[src/rtl/multicycle_sequencer.sv]
// Multi-cycle instruction sequencer for the 4-bit-opcode core: owns PC and IR,
// drives the instruction-fetch handshake and decodes register-file/ALU controls.
//
// state    | meaning
// IDLE     | waiting for run
// FETCH    | imem_req held at pc until imem_ack, IR loaded on ack
// DECODE   | route by opcode: ALU op, beq or illegal
// EXEC     | ALU operation in flight
// WB       | reg_we/retired pulse, pc advances
// BRANCH   | beq resolved from alu_zero, retired pulse, pc advances or jumps
// TRAP     | illegal opcode seen; frozen until reset
module multicycle_sequencer #(
    parameter int PC_W    = 8,
    parameter int INSTR_W = 16
) (
    input  logic               clk,
    input  logic               reset,
    input  logic               run,
    output logic               imem_req,
    output logic [PC_W-1:0]    imem_addr,
    input  logic               imem_ack,
    input  logic [INSTR_W-1:0] imem_rdata,
    output logic [INSTR_W-1:0] instr,
    input  logic               alu_zero,
    output logic               reg_we,
    output logic               alu_src,
    output logic [1:0]         alu_ctrl,
    output logic [PC_W-1:0]    pc,
    output logic               busy,
    output logic               retired,
    output logic               illegal
);

    typedef enum logic [2:0] {
        S_IDLE,
        S_FETCH,
        S_DECODE,
        S_EXEC,
        S_WB,
        S_BRANCH,
        S_TRAP
    } state_t;

    state_t             state, state_nxt;
    logic [PC_W-1:0]    pc_nxt;
    logic [PC_W-1:0]    pc_inc;
    logic [PC_W-1:0]    br_off;
    logic [INSTR_W-1:0] ir_nxt;
    logic               illegal_nxt;
    logic [3:0]         opcode;
    logic [3:0]         imm4;

    assign opcode    = instr[INSTR_W-1 -: 4];
    assign imm4      = instr[3:0];
    assign pc_inc    = pc + PC_W'(1);
    assign br_off    = {{(PC_W-4){imm4[3]}}, imm4};
    assign imem_addr = pc;

    always_ff @(posedge clk) begin
        if (reset) begin
            state   <= S_IDLE;
            pc      <= '0;
            instr   <= '0;
            illegal <= 1'b0;
        end else begin
            state   <= state_nxt;
            pc      <= pc_nxt;
            instr   <= ir_nxt;
            illegal <= illegal_nxt;
        end
    end

    always_comb begin
        state_nxt   = state;
        pc_nxt      = pc;
        ir_nxt      = instr;
        illegal_nxt = illegal;
        imem_req    = 1'b0;
        reg_we      = 1'b0;
        retired     = 1'b0;
        busy        = 1'b1;
        case (state)
            S_IDLE: begin
                busy = 1'b0;
                if (run) state_nxt = S_FETCH;
            end
            S_FETCH: begin
                imem_req = 1'b1;
                if (imem_ack) begin
                    ir_nxt    = imem_rdata;
                    state_nxt = S_DECODE;
                end
            end
            S_DECODE: begin
                if (opcode <= 4'd6) begin
                    state_nxt = S_EXEC;
                end else if (opcode == 4'd7) begin
                    state_nxt = S_BRANCH;
                end else begin
                    state_nxt   = S_TRAP;
                    illegal_nxt = 1'b1;
                end
            end
            S_EXEC: state_nxt = S_WB;
            S_WB: begin
                reg_we    = 1'b1;
                retired   = 1'b1;
                pc_nxt    = pc_inc;
                state_nxt = run ? S_FETCH : S_IDLE;
            end
            S_BRANCH: begin
                retired   = 1'b1;
                // taken target is relative to the following instruction
                pc_nxt    = alu_zero ? pc_inc + br_off : pc_inc;
                state_nxt = run ? S_FETCH : S_IDLE;
            end
            S_TRAP: busy = 1'b0;
            default: state_nxt = S_IDLE;
        endcase
    end

    always_comb begin
        alu_src  = 1'b0;
        alu_ctrl = 2'b00;
        case (opcode)
            4'd0: alu_ctrl = 2'b00;
            4'd1: alu_ctrl = 2'b01;
            4'd2: alu_ctrl = 2'b10;
            4'd3: alu_ctrl = 2'b11;
            4'd4: begin alu_src = 1'b1; alu_ctrl = 2'b00; end
            4'd5: begin alu_src = 1'b1; alu_ctrl = 2'b01; end
            4'd6: begin alu_src = 1'b1; alu_ctrl = 2'b10; end
            4'd7: alu_ctrl = 2'b11;
            default: begin alu_src = 1'b0; alu_ctrl = 2'b00; end
        endcase
    end

endmodule
[config.mk]
export PLATFORM = sky130hd
export DESIGN_NAME = multicycle_sequencer
export DESIGN_NICKNAME = d
export VERILOG_FILES = /design/src/rtl/multicycle_sequencer.sv
export SDC_FILE = /design/constraint.sdc
export NUM_CORES = 1
export LEC_CHECK = 0
export CAP_MARGIN = 20
export CELL_PAD_IN_SITES_DETAIL_PLACEMENT = 0
export CELL_PAD_IN_SITES_GLOBAL_PLACEMENT = 2
export CORE_UTILIZATION = 22
export CTS_BUF_LIST = sky130_fd_sc_hd__clkbuf_8
export DETAILED_ROUTE_END_ITERATION = 16
export PLACE_DENSITY_LB_ADDON = 0.12
export RECOVER_POWER = 100
export SYNTH_ARGS = -nofsm -noshare
export SYNTH_HDL_FRONTEND = slang
export SYNTH_SLANG_ARGS = --single-unit
export TNS_END_PERCENT = 50
[constraint.sdc]
create_clock -name clk -period 2.21 [get_ports clk]
set_clock_uncertainty 0.2 [all_clocks]
set_input_delay 0.663 -clock clk [delete_from_list [all_inputs] [get_ports clk]]
set_output_delay 0.663 -clock clk [all_outputs]
set_load 0.01 [all_outputs]
==> load_flow_metrics.sql <==
INSERT INTO impl_metrics (metric_group, metric, value, unit) VALUES
('status', 'result_of_the_run', 'complete, no violations', ''),
('critical_path', 'path_class', 'reg -> reg', ''),
('clocking', 'ctsHtreeMaxLevel', '1', ''),
('sta', 'grt_setup_unrepaired', 'true', ''),
('final_layout', 'layout.cells.non_filler', '405', ''),
('die', 'fp.dieArea', '7910', 'um2'),
('power', 'leakagePower', '0.00132', 'uW'),
('place', 'port_buffers', '60', ''),
('logic_synthesis', 'synthCells', '213', ''),
('place', 'post-place-ws', '-150', 'ps'),
('die', 'die-width', '88.9', 'um'),
('clocking', 'postCtsHoldBufs', '0', ''),
('global_route', 'vias_in_the_first_global_route', '1614', ''),
('critical_path', 'timing.critical_path.required', '2210', 'ps'),
('power', 'worst_ir_drop_vdd', '0.000224', 'V'),
('global_route', 'remaining_global_route_overflow', '0', ''),
('logic_synthesis', 'post_synth_num_cell_types', '44', ''),
('die', 'std_cell_core_area', '7290', 'um2'),
('clocking', 'cts_buffers', '3', ''),
('clocking', 'insertion_delay', '280', 'ps'),
('place', 'place_congestion', '0.793', ''),
('sta', 'fmax', '462', 'MHz'),
('routing', 'initialDrtViolationCount', '36', ''),
('place', 'dp.final_hpwl', '3840', 'um'),
('sta', 'setup_violations', '0', ''),
('die', 'initial_standard_cell_utilization_of_the_core', '22.8', '%'),
('sta', 'post-route-worst-setup-slack', '45.8', 'ps'),
('clocking', 'cts_num_sinks', '28', ''),
('final_layout', 'final_net_count', '338', ''),
('critical_path', 'crit_arrival', '2160', 'ps'),
('die', 'design.portCount', '61', ''),
('flow_run', 'number_of_max_capacitance_violations_reported', '0', ''),
('logic_synthesis', 'postSynthNetCount', '244', ''),
('clocking', 'cts_tree', 'built', ''),
('logic_synthesis', 'ys_ff_latch', '28', ''),
('die', 'die-height', '88.9', 'um'),
('final_layout', 'areaGrowthSynthToFinish', '71.9', '%'),
('routing', 'antenna_left', '0', ''),
('logic_synthesis', 'synthDominantAreaCellType', 'sky130_fd_sc_hd__dfxtp_1', ''),
('sta', 'slew_headroom', '76.2', '%'),
('critical_path', 'worstSetupEndpointType', 'register', ''),
('logic_synthesis', 'ys.flop_type', 'sky130_fd_sc_hd__dfxtp_1', ''),
('logic_synthesis', 'synth.top_cells.by_area', 'sky130_fd_sc_hd__dfxtp_1 (34%), sky130_fd_sc_hd__nand2_1 (9.9%), sky130_fd_sc_hd__a21oi_1 (8.1%)', ''),
('routing', 'detail_route.wl_per_cell', '12.9', 'um'),
('global_route', 'antenna_violations_before_repair', '0', ''),
('global_route', 'grt_first_pass_wirelength', '8180', 'um'),
('clocking', 'cts-root-buf', 'sky130_fd_sc_hd__clkbuf_8', ''),
('logic_synthesis', 'postSynth.asyncResetShare', '0', '%'),
('sta', 'timing.final.crit_share', '97.9', '%'),
('sta', 'tightest_slew', '348', 'ps'),
('logic_synthesis', 'synthDominantCellAreaShare', '33.7', '%'),
('logic_synthesis', 'yosys.cell_count.top_type', 'sky130_fd_sc_hd__nand2_1', ''),
('logic_synthesis', 'synth-edff-count', '0', ''),
('routing', 'drc', '0', ''),
('sta', 'min_period', '2160', 'ps'),
('logic_synthesis', 'synth_cell_count_leaders', 'sky130_fd_sc_hd__nand2_1 (44), sky130_fd_sc_hd__dfxtp_1 (28), sky130_fd_sc_hd__a21oi_1 (27)', ''),
('global_route', 'global_route.usage.total', '13.5', '%'),
('place', 'place.detailed.instances', '394', ''),
('final_layout', 'num_antenna_cells', '0', ''),
('critical_path', 'flop2flop_setup_slack', '50', 'ps'),
('logic_synthesis', 'synthesis.yosys.warnings', '0', ''),
('final_layout', 'layout.filler_cells', '788', ''),
('clocking', 'post_cts_clock_slew_at_the_launch_and_capture_registers_of_the_worst_setup_and_hold_paths', '100', 'ps'),
('routing', 'dr_pass1_iterations', '4', ''),
('routing', 'vias_per_cell', '4.35', ''),
('worst_hold_path', 'min-delay-path-class', 'reg -> reg', ''),
('global_route', 'pin_count_of_the_biggest_net_entering_global_routing', '31', ''),
('routing', 'drt_wl_total', '5220', 'um'),
('logic_synthesis', 'mean_syn_cell_area', '7.81', 'um2'),
('critical_path', 'crit_fanout', '4', ''),
('logic_synthesis', 'synth-seq-area-share', '33.7', '%'),
('clocking', 'cts.path.max_buffers', '2', ''),
('sta', 'maxSlewViolCount', '0', ''),
('power', 'power.density', '388', 'nW/um2'),
('die', 'row_count', '31', ''),
('sta', 'final_hold_viol_count', '0', ''),
('routing', 'via_count', '1762', ''),
('final_layout', 'share_of_post_route_cells_with_drive_strength_above_1', '27.5', '%'),
('critical_path', 'critPathLaunchType', 'register', ''),
('logic_synthesis', 'mappedNetlistArea', '1660', 'um2'),
('sta', 'totalNegativeSetupSlack', '0', 'ps');
## cell type report
| cell class | instances | area [um2] | share of cell area (%) |
|---|---|---|---|
| clock buffer | 4 | 55.1 | 1.93 |
| timing repair buffer | 106 | 980 | 34.3 |
| tap | 99 | 124 | 4.33 |
| inverter | 8 | 30.0 | 1.05 |
| sequential | 28 | 586 | 20.5 |
| multi-input combinational | 160 | 1080 | 37.9 |
## flip-flops by register name, summed over array words and instances (netlist names)
register   flops
instr         16
imem_addr      8
illegal        1
state          3
## path summary, 6_finish.rpt
| kind | startpoint | endpoint | cells after the start |
|---|---|---|---|
| worst max register to register | imem_addr[0]$_SDFFE_PP0N_ | imem_addr[4]$_SDFFE_PP0N_ | 9 |
| worst max-delay path | imem_addr[0]$_SDFFE_PP0N_ | imem_addr[4]$_SDFFE_PP0N_ | 9 |
| worst min-delay path | instr[6]$_SDFFE_PP0P_ | instr[6]$_SDFFE_PP0P_ | 2 |
| worst min register to register | instr[6]$_SDFFE_PP0P_ | instr[6]$_SDFFE_PP0P_ | 2 |
## placed cells by master, fill, tap and decap left out, types with 3 or more instances in the layout
| cell | Yosys | final |
|---|---|---|
| sky130_fd_sc_hd__dfxtp_4 | 0 | 4 |
| sky130_fd_sc_hd__nand2_1 | 44 | 44 |
| sky130_fd_sc_hd__xor2_1 | 4 | 3 |
| sky130_fd_sc_hd__a21o_1 | 4 | 4 |
| sky130_fd_sc_hd__nor2_1 | 14 | 13 |
| sky130_fd_sc_hd__ha_1 | 9 | 5 |
| sky130_fd_sc_hd__dlygate4sd2_1 | 0 | 10 |
| sky130_fd_sc_hd__a21oi_2 | 0 | 4 |
| sky130_fd_sc_hd__inv_1 | 8 | 7 |
| sky130_fd_sc_hd__ha_4 | 0 | 3 |
| sky130_fd_sc_hd__a21oi_1 | 27 | 23 |
| sky130_fd_sc_hd__clkbuf_8 | 0 | 4 |
| sky130_fd_sc_hd__dfxtp_2 | 0 | 8 |
| sky130_fd_sc_hd__clkdlybuf4s50_1 | 0 | 40 |
| sky130_fd_sc_hd__nor3_1 | 4 | 4 |
| sky130_fd_sc_hd__buf_6 | 1 | 3 |
| sky130_fd_sc_hd__o21ai_0 | 7 | 5 |
| sky130_fd_sc_hd__dfxtp_1 | 28 | 16 |
| sky130_fd_sc_hd__xnor2_1 | 7 | 5 |
| sky130_fd_sc_hd__dlymetal6s2s_1 | 0 | 7 |
| sky130_fd_sc_hd__buf_4 | 9 | 40 |
| sky130_fd_sc_hd__and3_1 | 4 | 4 |
| sky130_fd_sc_hd__nand3_1 | 4 | 3 |
## repair_timing
item,4_1_cts,5_1_grt
resized for setup,27,32
endpoints found under the hold margin,0,0
endpoints found under the setup margin,19,18
setup buffers,0,8
pin swaps,5,14
## logic make-up after synthesis
kind of cell               Yosys count  share of synthesized area [%]
xor gates and xnor gates            11                           5.79
buffers and inverters               25                           8.43
AOI/OAI and AO/OA                   56                           20.6
and+or+nand+nor                     83                           23.5
adders and majority gates           10                           7.98
DFF                                 28                           33.7
## per-layer routing
| metal | GRT usage, % | up-vias | routed length, um |
|---|---|---|---|
| met5 | 0 | - | 0 |
| li1 | - | 917 | - |
| met4 | 3.46 | 0 | 49 |
| met2 | 23.0 | 41 | 2490 |
| met3 | 2.12 | 4 | 236 |
| met1 | 18.0 | 800 | 2440 |
## power breakdown
group / switching [uW] / leakage (uW) / total, uW / internal, uW
registers: 17.7 / 0.000234 / 538 / 520
logic: 109 / 0.00105 / 242 / 133
clock network: 170 / 0.0000288 / 329 / 160
## worst max-delay path, cell delays in order, from the launching register on
cell and delay [ps]:
sky130_fd_sc_hd__dfxtp_4 370, sky130_fd_sc_hd__ha_4 180, sky130_fd_sc_hd__xor2_1 140, sky130_fd_sc_hd__ha_1 330
sky130_fd_sc_hd__a21o_1 210, sky130_fd_sc_hd__a21oi_2 160, sky130_fd_sc_hd__buf_4 140, sky130_fd_sc_hd__xnor2_2 90
sky130_fd_sc_hd__nand2_1 70, sky130_fd_sc_hd__a211oi_2 190
## metrics by stage
stage | hold WS [ps] | util (%) | instance area [um2] | total power, uW
after floorplan | 281 | - | 1680 | 656
after global placement | 247 | 35.8 | 2610 | 797
after detailed placement | 250 | 35.8 | 2610 | 795
after CTS | 266 | 36.9 | 2690 | 1130
after global routing | 281 | 39.2 | 2860 | 1180
final | 264 | 39.2 | 2860 | 1110
(Power assumes the default switching activity.)
